--- config.mk ---
export PLATFORM = sky130hd
export DESIGN_NAME = ready_qualifier
export DESIGN_NICKNAME = d
export VERILOG_FILES = /design/src/rtl/ready_qualifier.sv
export SDC_FILE = /design/constraint.sdc
export NUM_CORES = 1
export LEC_CHECK = 0
export CORE_AREA = 5 5 96 98
export CTS_CLUSTER_DIAMETER = 40
export CTS_CLUSTER_SIZE = 20
export DETAILED_ROUTE_END_ITERATION = 12
export DIE_AREA = 0 0 101 103
export GPL_TIMING_DRIVEN = 0
export HOLD_SLACK_MARGIN = 0.02
export PLACE_DENSITY = 0.69
export SETUP_SLACK_MARGIN = 0.02
export SLEW_MARGIN = 25
export SYNTH_ARGS = -nofsm -noshare
export SYNTH_HDL_FRONTEND = slang
export SYNTH_SLANG_ARGS = --single-unit
--- constraint.sdc ---
create_clock -name clk -period 4.23 [get_ports clk]
set_input_delay 1.0575 -clock clk [delete_from_list [all_inputs] [get_ports clk]]
set_output_delay 1.0575 -clock clk [all_outputs]
set_load 0.005 [all_outputs]
--- src/rtl/ready_qualifier.sv ---
// rtl/ready_qualifier.sv - per-channel synchronise-and-qualify of asynchronous ready levels
//
// Purpose: each raw level sig_in[i] passes through a synchroniser chain and a
// four-state qualification FSM.  ready[i] only changes after the synchronised
// level has been stable for ASSERT_CYCLES (rising) or DEASSERT_CYCLES
// (falling) consecutive samples.  Edge pulses and a saturating drop counter
// are provided alongside.
//
// Ports:
//   clk        in   system clock, rising edge
//   rst        in   synchronous active-high reset
//   sig_in     in   [NUM_CH]  asynchronous raw levels
//   clr_drops  in   synchronous clear of drop_cnt (wins over increment)
//   ready      out  [NUM_CH]  registered qualified levels
//   rise       out  [NUM_CH]  one-cycle pulse when ready[i] goes 0->1
//   fall       out  [NUM_CH]  one-cycle pulse when ready[i] goes 1->0
//   all_ready  out  AND of ready
//   drop_cnt   out  [DROP_W]  saturating count of cycles with any fall

module ready_qualifier #(
  parameter int NUM_CH          = 4,
  parameter int SYNC_STAGES     = 2,
  parameter int ASSERT_CYCLES   = 4096,
  parameter int DEASSERT_CYCLES = 1,
  parameter int DROP_W          = 8
) (
  input  logic              clk,
  input  logic              rst,
  input  logic [NUM_CH-1:0] sig_in,
  input  logic              clr_drops,
  output logic [NUM_CH-1:0] ready,
  output logic [NUM_CH-1:0] rise,
  output logic [NUM_CH-1:0] fall,
  output logic              all_ready,
  output logic [DROP_W-1:0] drop_cnt
);

  localparam int MAX_CYC = (ASSERT_CYCLES > DEASSERT_CYCLES) ? ASSERT_CYCLES : DEASSERT_CYCLES;
  localparam int CTR_W   = $clog2(MAX_CYC + 1);

  localparam logic [CTR_W-1:0] CTR_ZERO = '0;
  localparam logic [CTR_W-1:0] CTR_ONE  = CTR_W'(1);
  localparam logic [CTR_W-1:0] A_LAST   = CTR_W'(ASSERT_CYCLES - 1);
  localparam logic [CTR_W-1:0] D_LAST   = CTR_W'(DEASSERT_CYCLES - 1);

  typedef enum logic [1:0] {
    ST_LOW     = 2'd0,
    ST_QUAL_HI = 2'd1,
    ST_HIGH    = 2'd2,
    ST_QUAL_LO = 2'd3
  } state_t;

  // Synchroniser chain; stage 0 samples the raw asynchronous input.
  logic [NUM_CH-1:0] sync_q [SYNC_STAGES];

  always_ff @(posedge clk) begin
    if (rst) begin
      for (int k = 0; k < SYNC_STAGES; k++) begin
        sync_q[k] <= '0;
      end
    end else begin
      sync_q[0] <= sig_in;
      for (int k = 1; k < SYNC_STAGES; k++) begin
        sync_q[k] <= sync_q[k-1];
      end
    end
  end

  for (genvar i = 0; i < NUM_CH; i++) begin : g_ch
    state_t           state_q;
    logic [CTR_W-1:0] ctr_q;
    logic             ready_q;
    logic             rise_q;
    logic             fall_q;
    logic             s;

    assign s = sync_q[SYNC_STAGES-1][i];

    // ready/rise/fall are written on the same edge as the HIGH/LOW entry so
    // the pulse coincides with the first cycle ready shows its new value.
    // A return from QUAL_LO to HIGH never touched ready, so it pulses nothing.
    always_ff @(posedge clk) begin
      if (rst) begin
        state_q <= ST_LOW;
        ctr_q   <= CTR_ZERO;
        ready_q <= 1'b0;
        rise_q  <= 1'b0;
        fall_q  <= 1'b0;
      end else begin
        rise_q <= 1'b0;
        fall_q <= 1'b0;
        case (state_q)
          ST_LOW: begin
            if (s) begin
              if (ASSERT_CYCLES == 1) begin
                state_q <= ST_HIGH;
                ctr_q   <= CTR_ZERO;
                ready_q <= 1'b1;
                rise_q  <= 1'b1;
              end else begin
                state_q <= ST_QUAL_HI;
                ctr_q   <= CTR_ONE;
              end
            end else begin
              ctr_q <= CTR_ZERO;
            end
          end
          ST_QUAL_HI: begin
            if (!s) begin
              state_q <= ST_LOW;
              ctr_q   <= CTR_ZERO;
            end else if (ctr_q == A_LAST) begin
              state_q <= ST_HIGH;
              ctr_q   <= CTR_ZERO;
              ready_q <= 1'b1;
              rise_q  <= 1'b1;
            end else begin
              ctr_q <= ctr_q + CTR_ONE;
            end
          end
          ST_HIGH: begin
            if (!s) begin
              if (DEASSERT_CYCLES == 1) begin
                state_q <= ST_LOW;
                ctr_q   <= CTR_ZERO;
                ready_q <= 1'b0;
                fall_q  <= 1'b1;
              end else begin
                state_q <= ST_QUAL_LO;
                ctr_q   <= CTR_ONE;
              end
            end else begin
              ctr_q <= CTR_ZERO;
            end
          end
          ST_QUAL_LO: begin
            if (s) begin
              state_q <= ST_HIGH;
              ctr_q   <= CTR_ZERO;
            end else if (ctr_q == D_LAST) begin
              state_q <= ST_LOW;
              ctr_q   <= CTR_ZERO;
              ready_q <= 1'b0;
              fall_q  <= 1'b1;
            end else begin
              ctr_q <= ctr_q + CTR_ONE;
            end
          end
          default: begin
            state_q <= ST_LOW;
            ctr_q   <= CTR_ZERO;
            ready_q <= 1'b0;
          end
        endcase
      end
    end

    assign ready[i] = ready_q;
    assign rise[i]  = rise_q;
    assign fall[i]  = fall_q;
  end

  assign all_ready = &ready;

  // Counts cycles in which the fall output is visible, one per cycle no matter
  // how many channels fell together; holds at all-ones.
  logic [DROP_W-1:0] drop_q;

  always_ff @(posedge clk) begin
    if (rst) begin
      drop_q <= '0;
    end else if (clr_drops) begin
      drop_q <= '0;
    end else if ((|fall) && (drop_q != {DROP_W{1'b1}})) begin
      drop_q <= drop_q + DROP_W'(1);
    end
  end

  assign drop_cnt = drop_q;

endmodule

# ---- Word level (Yosys, flattened, before mapping)
# Memory sizes are Yosys's and may differ from the RTL's.
# Index checks and enable logic that the tools add are counted.
dict set report op_classes {
  n_addsub 5
  reduce_logical 28
  n_mux 101
  n_bitwise 10
  n_eq_ne 49
}
# cell n
set op_table {}
lappend op_table {{$mux 13} 16}
lappend op_table {{$pmux 13 s4} 4}
lappend op_table {{$add 13x1->13 const B} 4}
lappend op_table {{$eq 13x12->1 const B} 4}
lappend op_table {{$logic_not 13->1} 4}
lappend op_table {{$mux 2} 24}
lappend op_table {{$ne 2x2->1 const B} 24}
lappend op_table {{$mux 1} 43}
lappend op_table {{$pmux 2 s4} 4}
lappend op_table {{$ne 3x3->1 const B} 8}
lappend op_table {{$reduce_and 6->1} 4}
lappend op_table {{$reduce_and 4->1} 5}
lappend op_table {{$eq 2x2->1 const B} 8}
lappend op_table {{$pmux 1 s3} 4}
lappend op_table {{$reduce_bool 3->1} 4}
lappend op_table {{$reduce_or 3->1} 4}
lappend op_table {{$add 8x1->8 const B} 1}
lappend op_table {{$eq 2x1->1 const B} 4}
lappend op_table {{$logic_not 2->1} 4}
lappend op_table {{$mux 4} 2}
lappend op_table {{$ne 8x8->1 const B} 1}
lappend op_table {{$not 1->1} 8}
lappend op_table {{$pmux 1 s2} 4}
lappend op_table {{$reduce_or 4->1} 1}
lappend op_table {{other kinds (3)} 4}
dict set report word_totals {
  elab_cells 215
  output_inout_bits 21
  ramBits 8
  inputBits 7
  register_bits 80
  n_memories 1
}
# memory depth width read_ports rd_clocked_by_memory_dff wr line_no
set memory_table {}
lappend memory_table {sync_q 2 4 2 0 2 54} ;# logic [NUM_CH-1:0] sync_q [SYNC_STAGES];

# ---- Depth between registers and ports, before layout
dict set report depth {
  ltp_word 4
  mapped_depth 8
  ltp_nobuf 7
}

# ---- Worst setup path after synthesis
# Ideal clock, no wire load.
dict set report synth_timing {
  kind {in2reg}
  startpoint {in rst}
  endpoint {reg g_ch[3].ctr_q[10]}
  n_path_buf 2
  t_arrival_ps 1833
  required_time_ps 4113
  path_slack_ps 2280
  stages 5
  cell_sequence {clkbuf_1 -> nand2b_1 -> o21bai_1 -> buf_2 -> nor2_1}
}
# element line_no
set synth_rtl {}
lappend synth_rtl {{start, declared} 28} ;# input logic rst,
lappend synth_rtl {{end signal, assigned} 118} ;# ctr_q <= ctr_q + CTR_ONE;
lappend synth_rtl {{end signal, assigned} 146} ;# ctr_q <= ctr_q + CTR_ONE;
lappend synth_rtl {{end, declared} 71} ;# logic [CTR_W-1:0] ctr_q;

# ---- Worst setup path in the final report
dict set report layout_timing {
  startpoint {reg g_ch[0].ready_q}
  endpoint {out all_ready}
}
dict set report layout_between {
  elab_chain_len 1
}
# element line_no
set layout_rtl {}
lappend layout_rtl {{start, declared} 72} ;# logic ready_q;
lappend layout_rtl {{start signal, assigned} 86} ;# ready_q <= 1'b0;
lappend layout_rtl {{start signal, assigned} 98} ;# ready_q <= 1'b1;
lappend layout_rtl {{start signal, assigned} 115} ;# ready_q <= 1'b1;
lappend layout_rtl {{$reduce_and 4->1} 163} ;# assign all_ready = &ready;
lappend layout_rtl {{end, declared} 34} ;# output logic all_ready,
# No other way between the ends.

==> summary.txt <==
GRT
  – Total routing resource utilization after global routing: 15.3%
  – Via count of the first global-routing pass: 2948
  – Initial antenna violation count: 0
  – Maximum number of pins on one net before global-route repair: 15
  – Wire length of the first global-routing pass: 13.0 mm
  – Overflow after GRT: 0

Placement
  – Sum of net half-perimeters after detailed placement: 5.34 mm
  – PortBufs: 26
  – Global placement routability congestion: 0.836

Worst setup path
  – Peak per-stage delay on the critical path: 0.50 ns
  – Kind of start point of the critical path: flip-flop
  – Critical path cell sequence: and4_1, clkdlybuf4s50_1
  – Type of element capturing the critical path: output pin
  – Cell with the largest stage delay on the worst path: sky130_fd_sc_hd__clkdlybuf4s50_1
  – Classification of the worst setup path: reg -> out
  – Data arrival time of the critical path: 1.48 ns
  – Crit path required time: 3.17 ns
  – Worst-path fanout max: 3

STA
  – Final setup skew: 0.00934 ns
  – Achievable Freq: 394 MHz
  – Unrepaired setup endpoints after global routing: false
  – Post-route fraction of the period consumed by the critical path: 60.0%
  – Normalized max-slew margin: 55.4%
  – Tightest Pin Transition: 0.660 ns
  – Setup-failing EPs final: 0
  – Crit path time final: 2.54 ns
  – Worst slack on hold paths: 0.438 ns
  – Slew Viols, Final: 0
  – Summed negative setup slack over all endpoints: 0 ns
  – Final Hold Vio Count: 0

Synthesis
  – Flip-flop and latch count after synthesis: 88
  – Number of standard cells after synthesis: 458
  – Area share of the largest cell type after synthesis: 43.7%
  – Netlist area before placement: 4030 sq um
  – Number of distinct library cells after synthesis: 55
  – Syn Nets: 479
  – Avg Synthesized Cell Area: 8.80 sq um
  – Main synth FF type: sky130_fd_sc_hd__dfxtp_1
  – Leading cell type by number of instances after synthesis: sky130_fd_sc_hd__dfxtp_1
  – Warnings, synthesis: 0
  – Fraction of registers with async set or reset after synthesis: 0%
  – Ranking of synthesized cells by instance count: sky130_fd_sc_hd__dfxtp_1, sky130_fd_sc_hd__nor2_1, sky130_fd_sc_hd__nand2_1, sky130_fd_sc_hd__xnor2_1, sky130_fd_sc_hd__inv_1
  – Number of enable-type register cells in the synthesized netlist: 0
  – Dominant cell type by area after synthesis: sky130_fd_sc_hd__dfxtp_1
  – Sequential-to-total area share from yosys stat: 43.7%
  – Top cells by area, synth: sky130_fd_sc_hd__dfxtp_1, sky130_fd_sc_hd__nor2_1, sky130_fd_sc_hd__xnor2_1, sky130_fd_sc_hd__xor2_1, sky130_fd_sc_hd__ha_1

Clock tree
  – Root cell of the clock tree: sky130_fd_sc_hd__clkbuf_8
  – H-Tree Level Count: 3
  – Number of sinks driven by the clock tree: 88
  – Clk pin slew, worst setup/hold paths: 0.08 ns
  – Buffer levels on the longest clock path: 2
  – Total setup buffers inserted after CTS: 0
  – Clock latency of the later-clocked register in the worst-skew pair: 0.35 ns
  – Cts-stage hold buffer count: 0
  – CTS buffer count: 9
  – Clock tree from TritonCTS: done
  – Count of instances resized after the clock tree is built: 0

Outcome
  – Run status: complete, no violations

Routing
  – Vias: 3102
  – DR vias/cell: 5.11
  – Violation count after the first detailed-routing iteration: 95
  – Drt wl/cell: 12.0 um
  – Detailed-route wire length: 7.27 mm
  – 1st-pass router iterations: 5
  – Residual DRC count: 0
  – Remaining antenna violation count: 0

Finish
  – Layout overhead on the synthesized area: 14.7%
  – Nets: 516
  – Fraction of layout cells with a size suffix above 1: 10.6%
  – # diodes: 0

Power and ir drop
  – Static leakage: 1.53 nW
  – Total power density per cell area: 318 nW/um^2
  – VDD IR-drop max: 0.145 mV

Floorplan
  – Height of the die: 103 um
  – Die Wd: 101 um
  – Starting Density: 48.1%
  – Die area: 10400 sq um
  – Cell Rows: 34
  – I/O pin count: 28
  – Core outline area: 8380 sq um

Worst hold path
  – Hold Crit Class: reg -> reg

Run
  – Total of max-cap violations: 0
-- where the power goes --
| part | switching, mW | internal (mW) | leakage, nW |
|---|---|---|---|
| Sequential | 0.00774 | 0.836 | 0.711 |
| Clock | 0.286 | 0.285 | 0.0904 |
| Combinational | 0.0276 | 0.0257 | 0.724 |
| Total | 0.321 | 1.15 | 1.53 |
-- worst paths after layout --
path | startpoint | cells after the start | to | slack (ns)
max | g_ch[0].ready_q | 2 | all_ready | 1.69
min reg2reg | sync_q[0][0] | 1 | sync_q[0][4] | 0.44
min | sync_q[0][0] | 1 | sync_q[0][4] | 0.44
max reg2reg | g_ch[3].ctr_q[0] | 7 | g_ch[3].ctr_q[4] | 2.10
-- worst max-delay path: cells and delay by family (launching register included) --
kind | cells | cell delay [ns]
buf+inv | 1 | 0.50
flops | 1 | 0.41
simple gates | 1 | 0.23
-- cell type report --
type / instances / area (sq um)
Fill cell: 763 / 3760
Clock buffer: 10 / 138
Multi-Input combinational cell: 324 / 2040
Timing Repair Buffer: 26 / 260
Inverter: 23 / 86.3
Tap cell: 108 / 135
Clock inverter: 5 / 57.6
Sequential cell: 88 / 1760
Buffer: 23 / 143
-- stage by stage --
step / instances / cell area (sq um) / util, % / worst slack (ns) / power, mW
3_5_place_dp: 592 / 4430 / 52.8 / 1.91 / 0.917
2_1_floorplan: 458 / 4030 / - / 2.28 / 0.899
4_1_cts: 607 / 4620 / 55.1 / 1.67 / 1.49
3_3_place_gp: 592 / 4430 / 52.8 / 1.96 / 0.916
5_1_grt: 607 / 4620 / 55.1 / 1.62 / 1.53
6_report: 607 / 4620 / 55.1 / 1.69 / 1.47
-- flip-flops by register name, summed over array words and instances, names as in the netlist --
name	flops
g_ch.rise_q	4
g_ch.ready_q	4
g_ch.fall_q	4
drop_cnt	8
g_ch.ctr_q	52
g_ch.state_q	8
sync_q	8
-- cells in the final DEF, fill, tap and decap left out, types with 4 or more instances in the layout --
cell type,instances
sky130_fd_sc_hd__nor3_1,8
sky130_fd_sc_hd__nor2_2,10
sky130_fd_sc_hd__nor2b_1,10
sky130_fd_sc_hd__nand2_1,26
sky130_fd_sc_hd__xor2_1,21
sky130_fd_sc_hd__or3_1,8
sky130_fd_sc_hd__nand4_1,11
sky130_fd_sc_hd__a31oi_1,4
sky130_fd_sc_hd__xnor2_1,26
sky130_fd_sc_hd__inv_1,23
sky130_fd_sc_hd__nand3_1,17
sky130_fd_sc_hd__nor4b_1,4
sky130_fd_sc_hd__dfxtp_1,88
sky130_fd_sc_hd__and3_1,4
sky130_fd_sc_hd__nor2_1,81
sky130_fd_sc_hd__nor4_1,11
sky130_fd_sc_hd__nand2b_1,4
sky130_fd_sc_hd__clkdlybuf4s50_1,26
sky130_fd_sc_hd__mux2i_1,4
sky130_fd_sc_hd__clkbuf_1,6
sky130_fd_sc_hd__o21ai_0,6
sky130_fd_sc_hd__a21oi_1,15
sky130_fd_sc_hd__ha_1,14
sky130_fd_sc_hd__clkbuf_8,10
sky130_fd_sc_hd__buf_4,12
-- per-layer routing --
layer	global-route usage [%]	share of wire [%]	vias up
li1	-	-	1617
met4	6.13	1.5	0
met3	2.50	4.0	12
met1	20.8	51	1418
met2	24.5	44	55
met5	0	0	-
-- cell families (layout without fill, tap and decap cells) --
group | count (synthesis) | count (layout) | share of synthesized area, %
flops | 88 | 88 | 43.7
buf+inv | 46 | 87 | 5.68
xor+xnor | 47 | 47 | 10.2
mux | 4 | 4 | 0.994
compound gates | 43 | 43 | 6.95
fa+ha+maj | 14 | 14 | 4.35
simple gates | 216 | 216 | 28.1
(Power assumes the default switching activity.)
